<file path="config.mk">
export PLATFORM = sky130hd
export DESIGN_NAME = fp_div_iter_flat
export DESIGN_NICKNAME = d
export VERILOG_FILES = /design/src/rtl/fp_div_iter_if.sv /design/src/rtl/fp_div_iter.sv /design/src/flat_wrapper.sv
export SDC_FILE = /design/constraint.sdc
export NUM_CORES = 1
export LEC_CHECK = 0
export CORE_MARGIN = 5
export CORE_UTILIZATION = 50
export CTS_CLUSTER_DIAMETER = 50
export DETAILED_ROUTE_END_ITERATION = 10
export PLACE_DENSITY = 0.74
export RECOVER_POWER = 100
export SYNTH_ARGS = -nofsm -noshare
export SYNTH_HDL_FRONTEND = slang
export SYNTH_SLANG_ARGS = --single-unit
</file>
<file path="constraint.sdc">
create_clock -name clk_i -period 25.2 [get_ports clk_i]
set_input_delay 7.56 -clock clk_i [delete_from_list [all_inputs] [get_ports clk_i]]
set_output_delay 7.56 -clock clk_i [all_outputs]
set_load 0.05 [all_outputs]
</file>
<file path="src/rtl/fp_div_iter_if.sv">
// Floating-point format/rounding-mode definitions and the operand/result interface of the
// iterative divider; the package sits in front of the interface that depends on it.
package fp_pkg;
  typedef enum logic [1:0] {FP16, FP32, FP64} fp_format_e;
  typedef enum logic [2:0] {RNE, RTZ, RDN, RUP, RMM} roundmode_e;

  function automatic int unsigned exp_bits(fp_format_e f);
    case (f)
      FP16:    return 5;
      FP64:    return 11;
      default: return 8;
    endcase
  endfunction

  function automatic int unsigned mant_bits(fp_format_e f);
    case (f)
      FP16:    return 10;
      FP64:    return 52;
      default: return 23;
    endcase
  endfunction

  function automatic int unsigned fp_width(fp_format_e f);
    return 1 + exp_bits(f) + mant_bits(f);
  endfunction
endpackage

interface fp_div_iter_if import fp_pkg::*; #(
  parameter fp_format_e FP_FORMAT = FP32
);
  localparam int unsigned FW = fp_width(FP_FORMAT);

  logic          start_i;
  logic          kill_i;
  logic [FW-1:0] a_i;
  logic [FW-1:0] b_i;
  roundmode_e    rnd_i;
  logic          ready_o;
  logic          done_o;
  logic          dz_o;
  // {u_result, rs[1:0], round_en, invalid, exp_cout[1:0]}
  logic [FW+5:0] urnd_result_o;

  modport master (output start_i, kill_i, a_i, b_i, rnd_i,
                  input  ready_o, done_o, dz_o, urnd_result_o);
  modport slave  (input  start_i, kill_i, a_i, b_i, rnd_i,
                  output ready_o, done_o, dz_o, urnd_result_o);
endinterface

</file>
<file path="src/rtl/fp_div_iter.sv">
// Multi-cycle restoring IEEE-754 divider: produces an unrounded quotient with round/sticky
// bits and a widened signed exponent for the shared rounder.
module fp_div_iter import fp_pkg::*; #(
  parameter fp_format_e  FP_FORMAT  = FP32,
  parameter int unsigned RADIX_BITS = 1
) (
  input logic          clk_i,
  input logic          reset_i,
  fp_div_iter_if.slave bus
);
  localparam int unsigned EW    = exp_bits(FP_FORMAT);
  localparam int unsigned MW    = mant_bits(FP_FORMAT);
  localparam int unsigned FW    = 1 + EW + MW;
  localparam int unsigned RW    = MW + 2;
  localparam int unsigned XW    = EW + 2;
  localparam int unsigned ITERS = (RW + RADIX_BITS - 1) / RADIX_BITS;
  localparam int unsigned QW    = ITERS * RADIX_BITS;
  localparam int unsigned CW    = $clog2(ITERS);
  localparam int unsigned LW    = $clog2(MW + 2);
  localparam logic [XW-1:0] BIAS = XW'((1 << (EW - 1)) - 1);
  localparam logic [FW-1:0] QNAN = {1'b0, {EW{1'b1}}, 1'b1, {(MW-1){1'b0}}};

  typedef enum logic [2:0] {S_IDLE, S_PRE, S_ITER, S_NORM, S_SPEC, S_DONE} state_e;
  typedef struct packed {logic nan; logic snan; logic inf; logic zero;} fp_class_t;
  typedef struct packed {logic [XW-1:0] exp; logic [MW:0] sig;} op_t;
  typedef struct packed {
    logic [FW-1:0] u_result;
    logic [1:0]    rs;
    logic          round_en;
    logic          invalid;
    logic [1:0]    exp_cout;
  } uround_res_t;

  function automatic fp_class_t classify(input logic [FW-1:0] x);
    fp_class_t c;
    logic [EW-1:0] e;
    e      = x[FW-2 -: EW];
    c.nan  = (&e) && (|x[MW-1:0]);
    c.snan = c.nan && !x[MW-1];
    c.inf  = (&e) && !(|x[MW-1:0]);
    c.zero = !(|e) && !(|x[MW-1:0]);
    return c;
  endfunction

  function automatic logic [LW-1:0] lzc(input logic [MW:0] s);
    logic [LW-1:0] cnt;
    logic          found;
    cnt   = '0;
    found = 1'b0;
    for (int i = MW; i >= 0; i--) begin
      if (s[i]) found = 1'b1;
      else if (!found) cnt = cnt + LW'(1);
    end
    return cnt;
  endfunction

  // Subnormals carry hidden bit 0 and effective exponent 1; the shift restores a leading one.
  function automatic op_t norm_op(input logic [FW-1:0] x);
    op_t           o;
    logic [EW-1:0] e;
    logic [MW:0]   s;
    logic [LW-1:0] lz;
    e     = x[FW-2 -: EW];
    s     = {|e, x[MW-1:0]};
    lz    = lzc(s);
    o.sig = s << lz;
    o.exp = XW'((|e) ? e : EW'(1)) - XW'(lz);
    return o;
  endfunction

  state_e        state_q, state_d;
  logic [FW-1:0] a_q, b_q;
  roundmode_e    rnd_q;
  logic [RW-1:0] rem_q;
  logic [MW:0]   div_q;
  logic [QW-1:0] quot_q;
  logic [XW-1:0] exp_q;
  logic [CW-1:0] cnt_q;
  uround_res_t   res_q, res_d;
  logic          dz_q, dz_d;

  fp_class_t     in_a, in_b, ca, cb;
  logic          in_special, accept, sign;
  op_t           op_a, op_b;
  logic [XW-1:0] pre_exp;
  logic [RW-1:0] pre_rem, iter_rem, q_main;
  logic [QW-1:0] iter_quot;
  logic          q_tail;

  assign in_a       = classify(bus.a_i);
  assign in_b       = classify(bus.b_i);
  assign in_special = in_a.nan | in_a.inf | in_a.zero | in_b.nan | in_b.inf | in_b.zero;
  assign accept     = (state_q == S_IDLE) && bus.start_i && !bus.kill_i;

  // NOTE: every always_comb output gets a default before the case so no path can infer a latch.
  always_comb begin
    state_d = state_q;
    case (state_q)
      S_IDLE:         if (accept) state_d = in_special ? S_SPEC : S_PRE;
      S_PRE:          state_d = S_ITER;
      S_ITER:         if (cnt_q == '0) state_d = S_NORM;
      S_NORM, S_SPEC: state_d = S_DONE;
      S_DONE:         state_d = S_IDLE;
      default:        state_d = S_IDLE;
    endcase
    if (bus.kill_i && state_q != S_IDLE) state_d = S_IDLE;
  end

  // Pre-scale the dividend so the quotient lands in [1,2).
  always_comb begin
    op_a    = norm_op(a_q);
    op_b    = norm_op(b_q);
    pre_exp = op_a.exp - op_b.exp + BIAS;
    pre_rem = {1'b0, op_a.sig};
    if (op_a.sig < op_b.sig) begin
      pre_rem = {op_a.sig, 1'b0};
      pre_exp = pre_exp - XW'(1);
    end
  end

  // NOTE: blocking assignments here chain RADIX_BITS restoring steps within one cycle.
  always_comb begin
    iter_rem  = rem_q;
    iter_quot = quot_q;
    for (int k = 0; k < RADIX_BITS; k++) begin
      if (iter_rem >= {1'b0, div_q}) begin
        iter_rem  = iter_rem - {1'b0, div_q};
        iter_quot = {iter_quot[QW-2:0], 1'b1};
      end else begin
        iter_quot = {iter_quot[QW-2:0], 1'b0};
      end
      iter_rem = iter_rem << 1;
    end
  end

  always_comb begin
    ca     = classify(a_q);
    cb     = classify(b_q);
    sign   = a_q[FW-1] ^ b_q[FW-1];
    q_main = quot_q[QW-1 -: RW];
    q_tail = |(quot_q << RW);
    res_d  = '0;
    dz_d   = 1'b0;
    if (state_q == S_NORM) begin
      res_d.u_result = {sign, exp_q[EW-1:0], q_main[RW-2:1]};
      res_d.rs       = {q_main[0], (|rem_q) | q_tail};
      res_d.round_en = 1'b1;
      res_d.exp_cout = exp_q[XW-1:EW];
    end else if (ca.nan || cb.nan || (ca.zero && cb.zero) || (ca.inf && cb.inf)) begin
      res_d.u_result = QNAN;
      res_d.invalid  = ca.snan | cb.snan | (ca.zero & cb.zero) | (ca.inf & cb.inf);
    end else if (cb.zero) begin
      res_d.u_result = {sign, {EW{1'b1}}, {MW{1'b0}}};
      dz_d           = !ca.inf;
    end else if (ca.inf) begin
      res_d.u_result = {sign, {EW{1'b1}}, {MW{1'b0}}};
    end else begin
      res_d.u_result = {sign, {(FW-1){1'b0}}};
    end
  end

  always_ff @(posedge clk_i or posedge reset_i) begin
    if (reset_i) state_q <= S_IDLE;
    else         state_q <= state_d;
  end

  // NOTE: sequential state uses non-blocking assignments so every register samples pre-edge values.
  always_ff @(posedge clk_i or posedge reset_i) begin
    if (reset_i) begin
      a_q    <= '0;
      b_q    <= '0;
      rnd_q  <= RNE;
      rem_q  <= '0;
      div_q  <= '0;
      quot_q <= '0;
      exp_q  <= '0;
      cnt_q  <= '0;
      res_q  <= '0;
      dz_q   <= 1'b0;
    end else begin
      if (accept) begin
        a_q   <= bus.a_i;
        b_q   <= bus.b_i;
        rnd_q <= bus.rnd_i;
      end
      case (state_q)
        S_PRE: begin
          rem_q  <= pre_rem;
          div_q  <= op_b.sig;
          exp_q  <= pre_exp;
          quot_q <= '0;
          cnt_q  <= CW'(ITERS - 1);
        end
        S_ITER: begin
          rem_q  <= iter_rem;
          quot_q <= iter_quot;
          cnt_q  <= cnt_q - CW'(1);
        end
        default: ;
      endcase
      if (state_d == S_DONE) begin
        res_q <= res_d;
        dz_q  <= dz_d;
      end
    end
  end

  // Division zeros always take the XOR sign, so the captured mode has no effect here.
  logic unused_rnd;
  assign unused_rnd = ^rnd_q;

  assign bus.ready_o       = (state_q == S_IDLE);
  assign bus.done_o        = (state_q == S_DONE);
  assign bus.dz_o          = dz_q;
  assign bus.urnd_result_o = res_q;
endmodule

</file>
<file path="src/flat_wrapper.sv">
// flat-port wrapper written by rule: the top's interface ports become plain ports
module fp_div_iter_flat import fp_pkg::*;
#(
  parameter fp_format_e  FP_FORMAT  = FP32,
  parameter int unsigned RADIX_BITS = 1
)
  (clk_i, reset_i, bus_start_i, bus_kill_i, bus_a_i, bus_b_i, bus_rnd_i, bus_ready_o, bus_done_o, bus_dz_o, bus_urnd_result_o);
  fp_div_iter_if #(.FP_FORMAT(FP_FORMAT)) bus_i ();
  input logic clk_i;
  input logic reset_i;
  input wire logic [$bits(bus_i.start_i)-1:0] bus_start_i;
  input wire logic [$bits(bus_i.kill_i)-1:0] bus_kill_i;
  input wire logic [$bits(bus_i.a_i)-1:0] bus_a_i;
  input wire logic [$bits(bus_i.b_i)-1:0] bus_b_i;
  input wire logic [$bits(bus_i.rnd_i)-1:0] bus_rnd_i;
  output wire logic [$bits(bus_i.ready_o)-1:0] bus_ready_o;
  output wire logic [$bits(bus_i.done_o)-1:0] bus_done_o;
  output wire logic [$bits(bus_i.dz_o)-1:0] bus_dz_o;
  output wire logic [$bits(bus_i.urnd_result_o)-1:0] bus_urnd_result_o;
  assign bus_i.start_i = bus_start_i;
  assign bus_i.kill_i = bus_kill_i;
  assign bus_i.a_i = bus_a_i;
  assign bus_i.b_i = bus_b_i;
  assign bus_i.rnd_i = bus_rnd_i;
  assign bus_ready_o = bus_i.ready_o;
  assign bus_done_o = bus_i.done_o;
  assign bus_dz_o = bus_i.dz_o;
  assign bus_urnd_result_o = bus_i.urnd_result_o;
  fp_div_iter #(.FP_FORMAT(FP_FORMAT), .RADIX_BITS(RADIX_BITS)) u_core (.clk_i(clk_i), .reset_i(reset_i), .bus(bus_i));
endmodule
</file>
* After elaboration in Yosys (flattened, before gate mapping)
Index checks and enable logic that the tools add are counted.
Storage, ports and cells: latch bits 0, memory bits (writable) 0, word-level logic and storage cells 305, memories 0, output and inout port bits 41, bits in read-only memories 0, register bits after elaboration 194
Operators by class: $add $sub $neg 53, eq/ne operators 6, mux-type cells 165, order comparisons 2, bitwise operators 11, reduce and logical (&&, ||, !) cells 52, shift operators 2, divide/modulo/power cells 0, multipliers 0
Operators with widths (number):
- 5-bit 2-to-1 mux | 92
- 5-bit by 1-bit adder with 5-bit output (second input constant) | 44
- 23-bit OR reduction | 4
- 32-bit 2-to-1 mux | 2
- 31-bit 2-to-1 mux | 2
- 1-bit 2-to-1 mux | 54
- 25-bit one-hot mux with 2 select lines | 1
- 24-bit one-hot mux with 2 select lines | 1
- 24-bit by 5-bit << shifter with 24-bit output | 2
- 8-bit AND reduction | 4
- 8-bit OR reduction | 4
- 25-bit by 24-bit greater-or-equal comparator with 1-bit output | 1
- 25-bit 2-to-1 mux | 1
- 25-bit OR reduction | 1
- 24-bit less-than comparator | 1
- 24-bit 2-to-1 mux | 1
- 24-bit subtractor | 1
- 10-bit by 5-bit subtractor with 10-bit output | 2
- 1-bit logical AND | 19
- 8-bit 2-to-1 mux | 2
- 3-bit 2-to-1 mux | 5
- 1-bit zero test | 12
- 3-bit one-hot mux with 4 select lines | 1
- 10-bit by 7-bit adder with 10-bit output (second input constant) | 1
- other kinds (19) | 33

* Longest topological paths before layout
depth after elaboration 76, gate-level depth with buffers 111

* Worst setup path before layout
No wires, ideal clock.
path type register to register, start register u_core.a_q[27], end register u_core.rem_q[1], library setup time 0.126 ns, required time 25.074 ns, path buffers 6, arrival 18.967 ns, setup slack 6.107 ns, cell stages (with the launch flop) 107, cells stage by stage dfrtp_1 -> nor4_1 -> nand2_1 -> nor2_1 -> ha_1 -> nor2b_1 -> a21oi_1 -> xnor2_1 -> xnor2_1 -> clkbuf_1 -> nand3_1 -> o21ai_0 -> clkbuf_1 -> xor2_1 -> clkbuf_1 -> o22ai_1 -> ha_1 -> a21boi_0 -> [... 71 more ...] -> mux2_2 -> nor2_1 -> ha_1 -> o21ai_0 -> nand2b_1 -> a21oi_1 -> nor2b_1 -> o21ai_0 -> nand2b_1 -> a21oi_1 -> o21ai_0 -> a21o_1 -> a21o_1 -> inv_1 -> o21a_1 -> buf_2 -> mux2_4 -> a221o_1
Between the ends: word-level cells in the longest chain between the ends 75
Ends and longest elaborated chain:
- from (decl) | line fp_div_iter.sv:72 | logic [FW-1:0] a_q, b_q;
- from (signal assigned) | line fp_div_iter.sv:182 | a_q <= bus.a_i;
- 8-bit OR reduction (*) | line fp_div_iter.sv:64 | s = {|e, x[MW-1:0]};
- 1-bit 2-to-1 mux | line fp_div_iter.sv:51 | if (s[i]) found = 1'b1;
- 1-bit by 1-bit adder with 2-bit output | line fp_div_iter.sv:52 | else if (!found) cnt = cnt + LW'(1);
- 5-bit 2-to-1 mux | line fp_div_iter.sv:52
- 5-bit 2-to-1 mux | line fp_div_iter.sv:51
- 5-bit by 1-bit adder with 5-bit output | line fp_div_iter.sv:52
- 5-bit 2-to-1 mux | line fp_div_iter.sv:52
- 5-bit 2-to-1 mux | line fp_div_iter.sv:51
- [... 59 more ...]
- 5-bit 2-to-1 mux | line fp_div_iter.sv:51
- 5-bit by 1-bit adder with 5-bit output | line fp_div_iter.sv:52
- 5-bit 2-to-1 mux | line fp_div_iter.sv:52
- 5-bit 2-to-1 mux | line fp_div_iter.sv:51
- 24-bit by 5-bit << shifter with 24-bit output (*) | line fp_div_iter.sv:66 | o.sig = s << lz;
- 24-bit less-than comparator | line fp_div_iter.sv:115 | if (op_a.sig < op_b.sig) begin
- 25-bit 2-to-1 mux (*) | line fp_div_iter.sv:115
- 25-bit one-hot mux with 2 select lines (*) | line fp_div_iter.sv:186 | case (state_q)
- to (signal assigned) | line fp_div_iter.sv:188 | rem_q <= pre_rem;
- to (signal assigned) | line fp_div_iter.sv:195 | rem_q <= iter_rem;
- to (decl) | line fp_div_iter.sv:74 | logic [RW-1:0] rem_q;
Mark *: on every way between the ends. The rest lies on a longest branch, timed or not. A chain may end at the register's enable or synchronous reset.

* Worst setup path in the final report
start register u_core.a_q[27], end register u_core.rem_q[14]
The elaborated chain is that of the path after synthesis.

==> results_dict.tcl <==
set metrics [dict create \
    antenna_found_initial 0 \
    slew-limit-headroom -2.97 \
    drc 0 \
    p_leak_nw 9.27 \
    dp_hpwl_mm 39.0 \
    crit_path_top_delay_cell "xnor2_1" \
    critPathMaxStageDelay_ns 0.82 \
    cp.arrival_ns 23.31 \
    setup_viol 0 \
    cp-end-kind "flip-flop" \
    synthFlopType "dfrtp_1" \
    cts_tree "done" \
    fp.coreArea_um2 37400 \
    maxCapViolCount 6 \
    vdd_ir_drop_max_mv 0.118 \
    cts_sinks 194 \
    rsz0062_at_grt "no" \
    yosys_warnings 0 \
    placed_area_um2 20300 \
    mostFrequentLayoutCell "nand2_1" \
    period_share 0.918 \
    grt_use_total 0.240 \
    status "complete, but fails checks" \
    synthCells 2305 \
    initial_core_util 0.503 \
    place_ws_ns 2.73 \
    grt_pass1_wl_mm 82.9 \
    grt_pass1_vias 16200 \
    synth_edf_count 0 \
    vias_per_cell 6.00 \
    layout_common_cells "nand2_1 (296), dfrtp_1 (194), nor2_1 (178), o21ai_0 (140), a21oi_1 (129)" \
    max_freq_ghz 0.0432 \
    syn_area_per_cell_um2 8.17 \
    synth_top_cell_area_share 0.258 \
    tightestPinTransition_ns 5.92 \
    fin_util 0.557 \
    finalMaxSlewViolations 440 \
    power_w 0.00236 \
    port_buffers 108 \
    hold_path_class "flip-flop to flip-flop" \
    crit_fanout 25 \
    final_nets 2514 \
    layout_setup_ws_ns 2.06 \
    drt-pass1-iter-count 6 \
    die_h_um 204 \
    synth_area_leader_cell "dfrtp_1" \
    reg2reg_depth 108 \
    grt_start_max_net_pins 134 \
    synth_area_um2 18800 \
    fp.dieArea_um2 41600 \
    die_w_um 204 \
    final-hold-violation-count 0 \
    start_kind "flip-flop" \
    cpMostUsedCell "ha_1" \
    synth_seq_cells 194 \
    cts_buffer_depth 2 \
    fin_area_um2 20800 \
    cts_buffers 17 \
    h-tree-depth 4 \
    skew_ns 0.0168 \
    drive_above_1_share 0.0753 \
    drtIter0Drc 1506 \
    reg2reg_setup_slack_ns 2.06 \
    cts_setup_buffers 0 \
    postCtsHoldBufs 0 \
    synth_nets 2494 \
    clk_pin_slew_worst_paths_ns 0.09 \
    synth_seq_area_share 0.258 \
    wl_per_cell_um 17.8 \
    io-pin-count 112 \
    min_period_ns 23.14 \
    ys_types 94 \
    via_count 17100 \
    tns_ns 0 \
    crit_type "flip-flop to flip-flop" \
    synthToLayoutAreaGrowth_pct 10.7 \
    clk-insertion-delay-late_ns 0.47 \
    diodes 0 \
    ys_async_sr_fraction 1.00 \
    drt-total-wl_mm 50.6 \
    r2r-end "u_core.rem_q[14]" \
    yosys-top-cells-area "dfrtp_1 (26%), ha_1 (7.0%), mux2i_1 (6.0%)" \
    place_congestion 0.992 \
    endpoint "u_core.rem_q[14]" \
    rows 71 \
    r2r-start "u_core.a_q[27]" \
    root_buffer "clkbuf_16" \
    violations "max-capacitance violations, max-slew violations" \
    cts-resized-gates 0 \
    worst_ep_required_time_ns 25.37 \
    p_per_area_nw_per_um2 113 \
    grt-ovfl-total 0 \
    antenna_left 0 \
    crit_start "u_core.a_q[27]" \
]
[stage by stage]
step / std cells / hold WS [ns]
after global placement: 2817 / 0.450
after detailed placement: 2817 / 0.456
after CTS: 2849 / 0.474
after floorplan: 2305 / 0.446
final: 2849 / 0.461
after global routing: 2849 / 0.487
[synth_stat cells, types with 11 or more instances]
| master | n |
|---|---|
| nand2_1 | 296 |
| dfrtp_1 | 194 |
| nor2_1 | 178 |
| o21ai_0 | 135 |
| a21oi_1 | 129 |
| clkbuf_1 | 119 |
| inv_1 | 119 |
| mux2i_1 | 113 |
| ha_1 | 106 |
| xnor2_1 | 102 |
| nand3_1 | 92 |
| mux2_2 | 76 |
| xor2_1 | 57 |
| nor3_1 | 54 |
| nor2b_1 | 38 |
| nor4_1 | 37 |
| nand4_1 | 32 |
| nand2b_1 | 31 |
| a22o_1 | 25 |
| a21o_1 | 21 |
| and3_1 | 19 |
| a211oi_1 | 18 |
| o221ai_1 | 16 |
| or3_1 | 15 |
| and2_1 | 13 |
| a31oi_1 | 12 |
| fa_1 | 12 |
| o211ai_1 | 11 |
| or4_1 | 11 |
| xnor3_1 | 11 |
[sequential cells by signal (all words and copies together), names as in the netlist]
name	flops
u_core.div_q	24
u_core.exp_q	10
u_core.q_main	24
u_core.bus.dz_o	1
u_core.bus.urnd_result_o	38
u_core.a_q	32
u_core.cnt_q	5
u_core.state_q	3
u_core.rem_q	25
u_core.b_q	32
[layer usage]
| layer | global-route usage | routed length (µm) | part of all wire | vias up |
|---|---|---|---|---|
| li1 | - | - | - | 8270 |
| met1 | 0.337 | 23300 | 0.46 | 8230 |
| met2 | 0.388 | 23300 | 0.46 | 507 |
| met3 | 0.0344 | 2760 | 0.055 | 83 |
| met4 | 0.0715 | 1240 | 0.025 | 0 |
| met5 | 0 | 0 | 0 | - |
[area by class of cell]
class	instances	area (µm²)
Fill cell	3451	16600
Tap cell	511	639
Multi-Input combinational cell	1859	13000
Clock inverter	14	215
Clock buffer	18	429
Sequential cell	194	4850
Timing Repair Buffer	132	1230
Inverter	121	455
[worst max-delay path: cells and delay by family, from the launching register on]
family,cells,cell delay [ns]
flip-flops,1,0.44
AO/OA/AOI/OAI,30,6.02
adder cells (fa/ha/maj),22,6.78
multiplexers,9,2.03
AND/OR/NAND/NOR,34,4.06
XOR/XNOR,4,1.64
buffers and inverters,9,1.87
[power by group]
part           leakage (nW)  switching (W)  internal [W]
Combinational          6.50       0.000862      0.000593
Sequential             2.46       0.000181      0.000426
Clock                 0.310       0.000147      0.000154
Total                  9.27        0.00119       0.00117
[logic make-up (layout without fill, tap and decap cells)]
kind of cell / after synthesis / after routing / synth area share
AO/OA/AOI/OAI: 483 / 483 / 0.165
buffers and inverters: 252 / 285 / 0.0516
multiplexers: 193 / 193 / 0.109
adder cells (fa/ha/maj): 120 / 120 / 0.0843
AND/OR/NAND/NOR: 876 / 876 / 0.228
flip-flops: 194 / 194 / 0.258
XOR/XNOR: 187 / 187 / 0.104
[worst min path at each step]
stage	endpoint	from	cells past startpoint
2_1_floorplan	u_core.cnt_q[3]	u_core.cnt_q[3]	1
3_3_place_gp	u_core.bus.urnd_result_o[9]	u_core.bus.urnd_result_o[9]	2
3_5_place_dp	u_core.bus.urnd_result_o[7]	u_core.bus.urnd_result_o[7]	2
4_1_cts	u_core.bus.urnd_result_o[19]	u_core.bus.urnd_result_o[19]	2
5_1_grt	u_core.bus.urnd_result_o[6]	u_core.bus.urnd_result_o[6]	2
6_report	u_core.bus.urnd_result_o[7]	u_core.bus.urnd_result_o[7]	2
(Power assumes the default switching activity.)
